==> config.mk <==
export PLATFORM = sky130hd
export DESIGN_NAME = qracc_sram_sequencer
export DESIGN_NICKNAME = d
export VERILOG_FILES = /design/src/rtl/qracc_sram_sequencer.sv
export SDC_FILE = /design/constraint.sdc
export NUM_CORES = 1
export LEC_CHECK = 0
export ABC_CLOCK_PERIOD_IN_PS = 5500
export CAP_MARGIN = 20
export CORE_UTILIZATION = 30
export DETAILED_ROUTE_END_ITERATION = 10
export HOLD_SLACK_MARGIN = 0.06
export PLACE_DENSITY = 0.59
export SLEW_MARGIN = 20
export SYNTH_ARGS = -nofsm -noshare
export SYNTH_HDL_FRONTEND = slang
export SYNTH_SLANG_ARGS = --single-unit
==> constraint.sdc <==
create_clock -name clk -period 5.5 [get_ports clk]
set_input_delay 0.55 -clock clk [delete_from_list [all_inputs] [get_ports clk]]
set_output_delay 0.55 -clock clk [all_outputs]
set_load 0.01 [all_outputs]
==> src/rtl/qracc_sram_sequencer.sv <==
// Turns one SRAM read/write request into a timed precharge / wordline / sense
// sequence on the analog column array and returns captured sense-amp data.
module qracc_sram_sequencer #(
    parameter int numRows    = 128,
    parameter int numCols    = 32,
    parameter int PCH_CYCLES = 2,
    parameter int WL_CYCLES  = 2,
    parameter int SA_CYCLES  = 1
) (
    input  logic                       clk,
    input  logic                       rst,
    input  logic                       rq_valid_i,
    input  logic                       rq_wr_i,
    input  logic [$clog2(numRows)-1:0] addr_i,
    input  logic [numCols-1:0]         wr_data_i,
    output logic                       rq_ready_o,
    output logic                       rd_valid_o,
    output logic [numCols-1:0]         rd_data_o,
    output logic [numRows-1:0]         WL,
    output logic                       PCH,
    output logic                       WRITE,
    output logic [numCols-1:0]         WR_DATA,
    output logic [numCols-1:0]         CSEL,
    output logic                       SAEN,
    input  logic [numCols-1:0]         SA_OUT
);

    localparam int AW = $clog2(numRows);

    localparam logic [2:0] IDLE      = 3'd0;
    localparam logic [2:0] PRECHARGE = 3'd1;
    localparam logic [2:0] WORDLINE  = 3'd2;
    localparam logic [2:0] SENSE     = 3'd3;
    localparam logic [2:0] RECOVER   = 3'd4;

    localparam logic [3:0] PCH_LEN = 4'(PCH_CYCLES);
    localparam logic [3:0] WL_LEN  = 4'(WL_CYCLES);
    localparam logic [3:0] SA_LEN  = 4'(SA_CYCLES);

    logic [2:0]         state_q, state_d;
    logic [3:0]         cnt_q, cnt_d;
    logic               wr_q, wr_d;
    logic [AW-1:0]      addr_q, addr_d;
    logic [numCols-1:0] data_q, data_d;

    logic               rd_valid_q, rd_valid_d;
    logic [numCols-1:0] rd_data_q, rd_data_d;
    logic [numRows-1:0] wl_q, wl_d;
    logic               pch_q, pch_d;
    logic               write_q, write_d;
    logic [numCols-1:0] wr_data_q, wr_data_d;
    logic [numCols-1:0] csel_q, csel_d;
    logic               saen_q, saen_d;

    logic accept;
    logic last;

    assign rq_ready_o = (state_q == IDLE) && !rst;
    assign accept     = rq_valid_i && rq_ready_o;
    // Phase counter is loaded with the phase length on entry; 1 marks the final cycle.
    assign last       = (cnt_q == 4'd1);

    always_comb begin
        state_d    = state_q;
        cnt_d      = (cnt_q > 4'd1) ? cnt_q - 4'd1 : cnt_q;
        wr_d       = wr_q;
        addr_d     = addr_q;
        data_d     = data_q;
        rd_valid_d = 1'b0;
        rd_data_d  = rd_data_q;
        case (state_q)
            IDLE: begin
                if (accept) begin
                    state_d = PRECHARGE;
                    cnt_d   = PCH_LEN;
                    wr_d    = rq_wr_i;
                    addr_d  = addr_i;
                    data_d  = wr_data_i;
                end
            end
            PRECHARGE: begin
                if (last) begin
                    state_d = WORDLINE;
                    cnt_d   = WL_LEN;
                end
            end
            WORDLINE: begin
                if (last) begin
                    state_d = wr_q ? RECOVER : SENSE;
                    cnt_d   = wr_q ? 4'd1 : SA_LEN;
                end
            end
            SENSE: begin
                if (last) begin
                    state_d    = IDLE;
                    rd_valid_d = 1'b1;
                    rd_data_d  = SA_OUT;
                end
            end
            RECOVER: state_d = IDLE;
            default: state_d = IDLE;
        endcase
    end

    // Analog controls are registered from the next state so the array never
    // sees a combinational path from the request inputs.
    always_comb begin
        wl_d = '0;
        if (state_d == WORDLINE) begin
            for (int r = 0; r < numRows; r++) begin
                wl_d[r] = (addr_q == AW'(r));
            end
        end
        pch_d     = (state_d == PRECHARGE);
        write_d   = (state_d == WORDLINE) && wr_q;
        wr_data_d = write_d ? data_q : '0;
        csel_d    = (state_d == WORDLINE || state_d == SENSE) ? '1 : '0;
        saen_d    = (state_d == SENSE);
    end

    always_ff @(posedge clk) begin
        if (rst) begin
            state_q    <= IDLE;
            cnt_q      <= 4'd0;
            wr_q       <= 1'b0;
            addr_q     <= '0;
            data_q     <= '0;
            rd_valid_q <= 1'b0;
            rd_data_q  <= '0;
            wl_q       <= '0;
            pch_q      <= 1'b0;
            write_q    <= 1'b0;
            wr_data_q  <= '0;
            csel_q     <= '0;
            saen_q     <= 1'b0;
        end else begin
            state_q    <= state_d;
            cnt_q      <= cnt_d;
            wr_q       <= wr_d;
            addr_q     <= addr_d;
            data_q     <= data_d;
            rd_valid_q <= rd_valid_d;
            rd_data_q  <= rd_data_d;
            wl_q       <= wl_d;
            pch_q      <= pch_d;
            write_q    <= write_d;
            wr_data_q  <= wr_data_d;
            csel_q     <= csel_d;
            saen_q     <= saen_d;
        end
    end

    assign rd_valid_o = rd_valid_q;
    assign rd_data_o  = rd_data_q;
    assign WL         = wl_q;
    assign PCH        = pch_q;
    assign WRITE      = write_q;
    assign WR_DATA    = wr_data_q;
    assign CSEL       = csel_q;
    assign SAEN       = saen_q;

endmodule

[Word level (Yosys, flattened, before mapping)]
Index checks and enable logic that the tools add are counted.
Word-level totals
  flip-flop bits (word level): 275
Operators by class
  eq/ne operators: 134
  add/sub/neg operators: 1
  order comparisons: 1
  reductions and logical operators: 12
  muxes and demuxes: 13
  bitwise operators: 3
Operator list (count)
  7-bit equality test, second input constant: 64
  7-bit by 6-bit equality test with 1-bit output, second input constant: 32
  7-bit by 5-bit equality test with 1-bit output, second input constant: 16
  7-bit by 4-bit equality test with 1-bit output, second input constant: 8
  32-bit 2-to-1 mux: 1
  7-bit by 3-bit equality test with 1-bit output, second input constant: 4
  4-bit 2-to-1 mux: 4
  3-bit 2-to-1 mux: 5
  7-bit by 2-bit equality test with 1-bit output, second input constant: 2
  3-bit by 2-bit equality test with 1-bit output, second input constant: 4
  3-bit one-hot mux with 4 select lines: 1
  4-bit one-hot mux with 3 select lines: 1
  7-bit by 1-bit equality test with 1-bit output, second input constant: 1
  7-bit zero test: 1
  3-bit by 1-bit equality test with 1-bit output, second input constant: 2
  2-bit OR reduction: 3
  4-bit by 1-bit equality test with 1-bit output, second input constant: 1
  4-bit by 1-bit greater-than comparator with 1-bit output, second input constant: 1
  2-bit AND reduction: 2
  4-bit by 1-bit subtractor with 4-bit output, second input constant: 1
  1-bit logical AND: 3
  3-bit zero test: 1
  1-bit NOT: 3
  1-bit zero test: 1
  2 further kinds: 2

[Logic depth before layout (Yosys ltp)]
Gate-level depths: netlist of the first run.
  word-level depth: 9
  mapped depth: 8

[Least setup slack after synthesis of the first run]
Ideal clock, no wire load.
  path type: input to register
  start: in rst
  end: reg wl_q[56] (netlist: WL[56])
  cell stages on the path: 5
  data arrival time: 1.951 ns
  setup slack: 3.473 ns
  path buffers: 3
  data required time: 5.424 ns
  library setup time: 0.076 ns
  cell sequence: clkbuf_1 > or4b_2 > clkbuf_1 > clkbuf_1 > nor3_2
On the way
  longest elaborated chain between the ends: 8
RTL lines
  start: declaration: line 11  | input logic rst,
  1-bit zero test: line 58  | assign rq_ready_o = (state_q == IDLE) && !rst;
  1-bit logical AND: line 58
  1-bit logical AND: line 59  | assign accept = rq_valid_i && rq_ready_o;
  3-bit 2-to-1 mux: line 73  | if (accept) begin
  3-bit one-hot mux with 4 select lines: line 71  | case (state_q)
  3-bit by 2-bit equality test with 1-bit output: line 109  | if (state_d == WORDLINE) begin
  1-bit NOT (no line)
  2-bit OR reduction (no line) *
  end signal: assignment: line 144  | wl_q <= wl_d;
  end: declaration: line 48  | logic [numRows-1:0] wl_q, wl_d;
Every way passes the cells marked *; elsewhere a longest branch is shown, timed or not.
A chain may end at the register's enable or synchronous reset.

[Worst setup path in the final report of the first run]
  start: reg state_q[2]
  end: out rq_ready_o
On the way
  longest elaborated chain between the ends: 2
RTL lines
  start: declaration: line 40  | logic [2:0] state_q, state_d;
  start signal: assignment: line 137  | state_q <= state_d;
  3-bit zero test: line 58
  1-bit logical AND: line 58
  end: declaration: line 16  | output logic rq_ready_o,
Every way passes these cells.

==> impl_results.md, run 1 <==
* Outcome: finished, final reports clean
* Worst flop-to-flop path startpoint: cnt_q[0]
* Static Leakage at between 4 and 5 nW
* CTS Hold Buffers Added at 0
* Max_slew headroom at 0.324
* Die Wd at around 160 um
* Pin count of the biggest net entering global routing at 84
* Die ar. at 27000 sq um
* Pins over their slew limit at 0
* Maximum clock frequency at between 300 and 400 MHz
* First-pass GRT wire length at 33.0 mm
* Drt total wl at 21.7 mm
* Clock transition at the registers of the reported paths at 60 ps
* CTS tree: built
* Max Cap Viol at 0
* Core area at 26000 sq um
* Fin nets at 1116
* Crit path launch: state_q[2]
* Critical path launch point type: flip-flop
* Die height at 164 um
* Synth top area cells: dfxtp_1 (62%), nand2_1 (7.3%), nor3_1 (5.6%)
* GR met1 Demand/Resource at 0.209
* Crit-path max cell delay at 700 ps
* Final min period at 2780 ps
* Endpoint class of the critical path: output port
* Final Hold Violating Endpoints at 0
* Syn Nets at 863
* Peak supply drop at between 0.0002 and 0.00025 V
* Fin Hold WS at approximately 440 ps
* Grt met3 use at 0.0314
* Power Density at around 340 nW/um^2
* Worst r2r dst: WR_DATA[3]
* Diodes inserted at 0
* Final std cells w/o fill at 1394
* Layout cells sized above 1 at 0.0831
* RSZ-0062 raised after global routing: false
* Crit path max fanout at 11
* RD Place Congestion at between 0.7 and 0.8
* GR met2 Demand/Resource at 0.254
* Skew final at 19.9 ps
* DP Cell Count at 1345
* Clock sinks at 244
* CTS Buf Count at 27
* Setup bufs post-CTS at 0
* #FFs+latches synth at around 240
* Fillers at 2493
* CP endpoint: rq_ready_o
* HP Class: reg -> reg
* Initial Util at 0.304
* Clk_lat worst skew at roughly 550 ps
* Root Driver: clkbuf_16
* Area of the multi-input gates at 2500 sq um
* Worst Tran Pin Value at 1010 ps
* Reg2reg path depth at 5
* Final setup fails at 0
* # rows at just under 60
* Gr ovfl total at 0
* Syn Area/Cell at between 10 and 15 sq um
* Warnings, synthesis at 0
* Initial DRC count at 409
* Commonest cells after routing, fill and taps aside: clkdlybuf4s50_1 (302), dfxtp_1 (244), nand2_1 (153)
* I/O pin total at ~300
* Via count at 6123
* Reg-to-reg slack, setup at 2900 ps
* Setup tns final at 0 ps
* Setup CP Type: reg -> out
* Hpwl dp at 14.0 mm
* Routed Antenna Nets at 0
* Period utilization at 0.505
* WP data arrival at between 2000 and 2500 ps
* Register area at 4880 sq um
* CTS max path bufs at 3
* Buffers on Ports at around 300
* All-layer global routing usage at 0.155
* Largest area contributor in the netlist: dfxtp_1
* Number of antenna violations at the first check in global routing at 1
* Worst-path cell chain: nor4_2 -> clkdlybuf4s50_1
* Cell count after synthesis at 786
* Worst EP required at 4950 ps
* Vias per cell at 4.39
* DRC viols at 0
* Mapped Area at 7910 sq um
* Initial DRT Pass Iterations at 4
* Commonest non-fill, non-tap cell in the layout: clkdlybuf4s50_1
* Synth top area share at 0.618
* Sequential area share after synthesis at 0.618
* Post-cts sizing count at 0
* WL/cell at 15.6 um
* Pwr Total at 4.06 mW
* Area Overhead vs Synth at 49.5%
* Slowest cell on the critical path: clkdlybuf4s50_1
* Number of global-route vias before repair at ~5.8k
* Gr busiest metal: met2
* Synth cell types at 42
* # H-tree levels at 1
==> state kept, by name, summed over array words and instances, names as in the netlist <==
register	cells
rd_valid_o	1
addr_q	7
WRITE	1
rd_data_o	32
state_q	3
CSEL	1
WR_DATA	32
WL	128
cnt_q	4
data_q	32
wr_q	1
SAEN	1
PCH	1
==> layer usage <==
| layer | vias up | wire length, um |
|---|---|---|
| met5 | - | 13 |
| met3 | 33 | 1380 |
| li1 | 3069 | - |
| met2 | 214 | 10000 |
| met1 | 2805 | 9940 |
| met4 | 2 | 404 |
==> metrics by stage <==
step	util	worst slack (ps)	instance area, sq um
finish	0.455	2720	11800
floorplan	-	3470	7910
CTS	0.455	2710	11800
global placement	0.420	2770	10900
global route	0.455	2610	11800
detailed placement	0.420	2730	10900
==> cells in the mapped netlist <==
cell type,n
nor2b_1,6
o211a_1,1
buf_6,9
and2b_1,1
nor4_2,1
nand2_1,154
and4bb_2,1
o2111ai_2,2
buf_1,1
buf_2,7
nor4_1,1
or3b_4,1
nand4bb_1,1
o31ai_1,2
nor3b_1,1
a22oi_1,1
inv_1,5
o21a_1,1
clkbuf_1,37
buf_4,32
nor3_2,29
nand3_1,8
o2111ai_4,1
nand3b_1,39
a2111oi_0,1
or4b_2,1
nand2b_1,2
a21oi_1,35
mux2i_1,1
o21ai_0,1
xnor2_1,1
a32oi_4,1
nand4_1,1
dfxtp_1,244
a21boi_0,1
nor2_1,26
or4_1,2
o211ai_1,1
ha_1,2
xor2_1,1
and2_1,34
nor3_1,89
==> final cells by class <==
class / instances / share of cell area
clock buffers: 41 / 0.0666
clock inverters: 8 / 0.0114
inverters: 5 / 0.00159
multi-input cells: 451 / 0.212
flip-flops and latches: 244 / 0.413
well taps: 335 / 0.0354
repair buffers: 310 / 0.260
==> where the power goes <==
group / internal [mW] / switching [mW] / total [mW]
combinational: 0.166 / 0.190 / 0.355
clock: 1.13 / 0.715 / 1.85
sequential: 1.81 / 0.0440 / 1.86
total: 3.11 / 0.949 / 4.06
==> worst min path at each step <==
stage	startpoint	to	slack (ps)	cells past startpoint
global route	data_q[19]	WR_DATA[19]	470	1
CTS	data_q[23]	WR_DATA[23]	440	1
global placement	data_q[17]	WR_DATA[17]	440	1
detailed placement	data_q[23]	WR_DATA[23]	440	1
finish	data_q[23]	WR_DATA[23]	440	1
floorplan	data_q[0]	WR_DATA[0]	430	1
==> kinds of logic (layout without fill, tap and decap cells) <==
group / Yosys count / count (layout) / synth area share
simple gates: 398 / 398 / 0.266
flops: 244 / 244 / 0.618
xor+xnor: 2 / 2 / 0.00221
fa+ha+maj: 2 / 2 / 0.00316
mux: 1 / 1 / 0.00127
compound gates: 48 / 48 / 0.0414
buf+inv: 91 / 364 / 0.0680
==> critical path, delay by kind of cell, from the launching register on <==
family	cells	cell delay (ps)
DFF	1	410
buffers and inverters	1	700
and+or+nand+nor	1	580
Power figures use the tool's default switching activity.
==> run 2: changes to the inputs <==
--- a/config.mk
+++ b/config.mk
@@ -5,7 +5,7 @@
 export SDC_FILE = /design/constraint.sdc
 export NUM_CORES = 1
 export LEC_CHECK = 0
-export ABC_CLOCK_PERIOD_IN_PS = 5500
+export ABC_CLOCK_PERIOD_IN_PS = 2720
 export CAP_MARGIN = 20
 export CORE_UTILIZATION = 30
 export DETAILED_ROUTE_END_ITERATION = 10
==> constraint.sdc (replaced) <==
create_clock -name clk -period 2.72 [get_ports clk]
set_input_delay 0.272 -clock clk [delete_from_list [all_inputs] [get_ports clk]]
set_output_delay 0.272 -clock clk [all_outputs]
set_load 0.01 [all_outputs]
==> run 2 against run 1 <==
Effect of this change: register-to-register slack got worse by 2500 ps; sequential power grew 100%; cell area increased by 1.3%; die area unchanged.
==> impl_results.md, run 2 (synthesis gave the netlist of run 1 again) <==
* WP data arrival at 2140 ps (-90 ps)
* Initial Util at 0.304 (unchanged)
* Skew final at 20.6 ps (+0.650 ps)
* Initial DRT Pass Iterations at 4 (unchanged)
* Die Wd at 164 um (unchanged)
* Root Driver: clkbuf_16
* Fin nets at 1123 (+0.63%)
* Placement Cell Area at 11000 sq um (+0.80%)
* Max Cap Viol at 0 (unchanged)
* Clk_lat worst skew at 540 ps (about the same)
* Vias per cell at 4.36 (-0.79%)
* Number of global-route vias before repair at 5766 (+0.14%)
* Clock transition at the registers of the reported paths at 60 ps (about the same)
* Number of antenna violations at the first check in global routing at 0 (-1)
* Die height at 164 um (unchanged)
* Commonest non-fill, non-tap cell in the layout: clkdlybuf4s50_1
* Setup tns final at 0 ps (unchanged)
* Area Overhead vs Synth at 51.4%
* RD Place Congestion at 0.736 (-1.5%)
* Pin count of the biggest net entering global routing at 71 (-15%)
* Drt total wl at 21.4 mm (-1.6%)
* Peak supply drop at 0.000402 V (+85%)
* Gr ovfl total at 0 (unchanged)
* Final std cells w/o fill at 1400 (+0.43%)
* Post-cts sizing count at 0 (unchanged)
* Crit path max fanout at 5 (-6)
* DRC viols at 0 (unchanged)
* Final Hold Violating Endpoints at 0 (unchanged)
* Commonest cells after routing, fill and taps aside: clkdlybuf4s50_1 (302), dfxtp_1 (244), nand2_1 (154)
* CTS Buf Count at 27 (unchanged)
* Max_slew headroom at 0.360 (+0.0367)
* CTS Hold Buffers Added at 0 (unchanged)
* CTS tree: built
* Period utilization at 0.886
* Layout cells sized above 1 at 0.0902 (+0.00713)
* Endpoint class of the critical path: output port
* Initial DRC count at 274 (-33%)
* WL/cell at 15.3 um (-2.1%)
* Setup bufs post-CTS at 0 (unchanged)
* Pwr Total at 8.44 mW (+110%)
* Power Density at 705 nW/um^2 (+110%)
* Max FFs per register at 128 (unchanged)
* Worst Tran Pin Value at 959 ps (-49.3 ps)
* Via count at 6101 (-0.36%)
* Buffers on Ports at 303 (unchanged)
* Critical path launch point type: flip-flop
* CTS max path bufs at 3 (unchanged)
* Final setup fails at 0 (unchanged)
* Final instance area at 12000 sq um (+1.3%)
* RSZ-0062 raised after global routing: false
* # rows at 59 (unchanged)
* Hpwl dp at 14.1 mm (+0.52%)
* Pins over their slew limit at 0 (unchanged)
* First-pass GRT wire length at 32.7 mm (-1.1%)
* DP Cell Count at 1352 (+0.52%)
* # H-tree levels at 1 (unchanged)
* Clock sinks at 244 (unchanged)
* Worst EP required at 2450 ps (-2500 ps)
* Maximum clock frequency at 415 MHz
* Outcome: finished, final reports clean
* Setup CP Type: reg -> out
* Core area at 26000 sq um (unchanged)
* Final min period at 2410 ps
* HP Class: in -> reg
* I/O pin total at 304 (unchanged)
* Fillers at 2501 (+0.32%)
* Routed Antenna Nets at 0 (unchanged)
* All-layer global routing usage at 0.154 (-0.00141)
* Static Leakage at 4.30 nW (+1.9%)
* Die ar. at 27000 sq um (unchanged)
run 2: cell count changes in the layout (fill, tap and decap cells not counted):
cell,before,now
clkinvlp_4,2,1
diode_2,0,1
clkbuf_1,8,4
clkinv_2,2,1
buf_4,7,11
nand2_2,1,0
nand2_1,153,154
clkbuf_8,6,8
buf_12,0,3
bufinv_16,3,5
run 2: power by group:
part	total, mW	internal, mW	switching, mW
Sequential	3.76	3.67	0.0882
Combinational	0.734	0.349	0.385
Clock	3.95	2.51	1.44
Total	8.44	6.53	1.91
run 2: critical path: stages (launching register included):
cell and delay, ps:
dfxtp_1 380, nor4_2 430, buf_4 210, clkdlybuf4s50_1 560
run 2: routing by layer:
layer	part of all wire	vias to the layer above	global-route usage
met4	0.022	0	0.0434
li1	-	3072	-
met5	0	-	0
met2	0.46	208	0.250
met1	0.44	2789	0.200
met3	0.080	32	0.0394
run 2: area by class of cell:
type,count,area [sq um],share of cell area
repair buffers,317,3170,0.265
inverters,5,18.8,0.00157
flip-flops and latches,244,4880,0.408
clock buffers,39,801,0.0668
well taps,335,419,0.0350
multi-input cells,451,2500,0.209
diodes,1,2.50,0.000209
clock inverters,8,183,0.0152
run 2: stage by stage:
stage	hold slack (ps)	setup slack (ps)	utilization
floorplan	371	735	-
global placement	435	449	0.423
detailed placement	441	384	0.423
CTS	120	251	0.461
global route	164	147	0.461
finish	147	311	0.461
run 2: worst paths after layout:
check / slack, ps / endpoint / from / depth (start not counted)
setup reg to reg: 390 / WL[88] / cnt_q[0] / 6
setup / recovery: 310 / rq_ready_o / state_q[0] / 3
hold / removal: 150 / state_q[0] / rst / 2
hold reg to reg: 440 / WR_DATA[23] / data_q[23] / 1
==> run 3: changes to the inputs <==
--- a/config.mk
+++ b/config.mk
@@ -5,7 +5,7 @@
 export SDC_FILE = /design/constraint.sdc
 export NUM_CORES = 1
 export LEC_CHECK = 0
-export ABC_CLOCK_PERIOD_IN_PS = 2720
+export ABC_CLOCK_PERIOD_IN_PS = 2600
 export CAP_MARGIN = 20
 export CORE_UTILIZATION = 30
 export DETAILED_ROUTE_END_ITERATION = 10
==> constraint.sdc (replaced) <==
create_clock -name clk -period 2.6 [get_ports clk]
set_input_delay 0.26 -clock clk [delete_from_list [all_inputs] [get_ports clk]]
set_output_delay 0.26 -clock clk [all_outputs]
set_load 0.01 [all_outputs]
==> run 3 against run 2 <==
Effect of this change: hold slack improved by 100 ps; register-to-register slack gained 60 ps; cell area fell by 0.86%; sequential share of layout area rose by 0.35 points; cell count is 0.14% higher; via count decreased by 0.49%; non-clock buffer count rose by 3; total power decreased by 1.1%; combinational power up 6.8%; routed wire length decreased by 0.67%; die area unchanged; largest cell class unchanged.
==> impl_results.md, run 3 (synthesis gave the netlist of run 1 again) <==
* Outcome: finished, final reports clean
* Die Wd at 164 um (unchanged)
* Routed Antenna Nets at 0 (unchanged)
* Commonest cells after routing, fill and taps aside: clkdlybuf4s50_1 (302), dfxtp_1 (244), nand2_1 (154)
* Clock transition at the registers of the reported paths at 60 ps (about the same)
* DRC viols at 0 (unchanged)
* Setup tns final at 0 ps (unchanged)
* Crit path max fanout at 5 (unchanged)
* Peak supply drop at 0.000606 V (+51%)
* Endpoint class of the critical path: output port
* Commonest non-fill, non-tap cell in the layout: clkdlybuf4s50_1
* Fin nets at 1125 (+0.18%)
* I/O pin total at 304 (unchanged)
* CP Buf/Inv Count at 2 (unchanged)
* Worst r2r dst: WR_DATA[3]
* Initial DRC count at 342 (+25%)
* Core area at 26000 sq um (unchanged)
* Final min period at 2420 ps
* Initial DRT Pass Iterations at 4 (unchanged)
* Root Driver: clkbuf_16
* Worst EP required at 2340 ps (-110 ps)
* Worst flop-to-flop path startpoint: cnt_q[0]
* Hold endpoint: data_q[26]
* CTS max path bufs at 3 (unchanged)
* Buffers on Ports at 303 (unchanged)
* All-layer global routing usage at 0.152 (-0.00137)
* Static Leakage at 4.25 nW (-0.96%)
* Die height at 164 um (unchanged)
* Critical path launch point type: flip-flop
* Crit-path max cell delay at 560 ps (about the same)
* Final setup fails at 0 (unchanged)
* Worst-path cell chain: nor4_2 -> buf_4 -> clkdlybuf4s50_1
* Worst Tran Pin Value at 501 ps (-459 ps)
* Max Cap Viol at 0 (unchanged)
* Initial Util at 0.304 (unchanged)
* Setup CP Type: reg -> out
* Max_slew headroom at 0.666 (+0.306)
* CTS Buf Count at 26 (-3.7%)
* WP data arrival at 2160 ps (+20 ps)
* Setup bufs post-CTS at 0 (unchanged)
* DP Cell Count at 1355 (+0.22%)
* Hpwl dp at 14.0 mm (-1.1%)
* Reg-to-reg slack, setup at 450 ps (+60 ps)
* Post-cts sizing count at 0 (unchanged)
* Gr ovfl total at 0 (unchanged)
* RSZ-0062 raised after global routing: false
* RD Place Congestion at 0.761 (+3.5%)
* Hold Path Stages at 3 (+1)
* Area Overhead vs Synth at 50.1%
* First-pass GRT wire length at 32.3 mm (-0.97%)
* Drt total wl at 21.2 mm (-0.67%)
* Hold Path Origin: wr_data_i[26]
* # H-tree levels at 1 (unchanged)
* CTS Hold Buffers Added at 0 (unchanged)
* Number of global-route vias before repair at 5735 (-0.54%)
* Vias per cell at 4.33 (-0.63%)
* Period utilization at 0.933
* Power Density at 703 nW/um^2 (-0.28%)
* WL/cell at 15.2 um (-0.81%)
* # rows at 59 (unchanged)
* Die ar. at 27000 sq um (unchanged)
* Final std cells w/o fill at 1402 (+0.14%)
* Clk_lat worst skew at 540 ps (about the same)
* Pin count of the biggest net entering global routing at 65 (-8.5%)
* Reg2reg path depth at 6 (unchanged)
* Layout cells sized above 1 at 0.0929 (+0.00264)
* Number of antenna violations at the first check in global routing at 1 (+1)
* Final Hold Violating Endpoints at 0 (unchanged)
* Crit. path cell count at 3 (unchanged)
* Maximum clock frequency at 412 MHz
* Clock sinks at 244 (unchanged)
* Skew final at 25.0 ps (+4.39 ps)
* Via count at 6071 (-0.49%)
* Pins over their slew limit at 0 (unchanged)
* HP Class: in -> reg
* Fin Hold WS at 251 ps (+104 ps)
* CTS tree: built
* Slowest cell on the critical path: clkdlybuf4s50_1
* Cell family with most CP delay: buffers and inverters
* Max FFs per register at 128 (unchanged)
==> run 3: area by class of cell <==
cell class	instances	area, sq um
Fill cell	2496	14100
Sequential cell	244	4880
Timing Repair Buffer	320	3190
Multi-Input combinational cell	451	2500
Clock buffer	37	772
Tap cell	335	419
Clock inverter	9	86.3
Inverter	5	18.8
Antenna cell	1	2.50
==> run 3: report_power, final <==
part	internal, mW	leakage, nW	total [mW]	switching (mW)
combinational	0.369	1.86	0.784	0.415
clock	2.16	0.422	3.64	1.48
sequential	3.84	1.97	3.92	0.0817
==> run 3: per-stage QoR <==
step / worst slack (ps) / instance area (sq um) / total power, mW / util
6_report: 175 / 11900 / 8.34 / 0.457
3_3_place_gp: 493 / 11000 / 4.78 / 0.424
4_1_cts: 152 / 11900 / 8.45 / 0.457
2_1_floorplan: 615 / 7910 / 4.51 / -
3_5_place_dp: 457 / 11000 / 4.79 / 0.424
5_1_grt: 47.5 / 11900 / 8.69 / 0.457
==> run 3: tightest hold or removal path: stages <==
cell and delay [ps]:
clkdlybuf4s50_1 390, nand2_1 50, nand2_1 40
==> run 3: worst max-delay path by stage <==
| stage | start | end | slack (ps) |
|---|---|---|---|
| after floorplan | cnt_q[0] | WL[56] | 610 |
| after global placement | cnt_q[0] | WR_DATA[26] | 490 |
| after detailed placement | cnt_q[0] | WL[87] | 460 |
| after CTS | state_q[0] | rq_ready_o | 150 |
| after global routing | state_q[0] | rq_ready_o | 50 |
| final | state_q[0] | rq_ready_o | 180 |
==> run 3: metal layers <==
| metal | track usage | wire length [um] |
|---|---|---|
| met3 | 0.0379 | 1680 |
| met2 | 0.249 | 9800 |
| met1 | 0.199 | 9300 |
| met4 | 0.0425 | 463 |
| met5 | 0 | 0 |
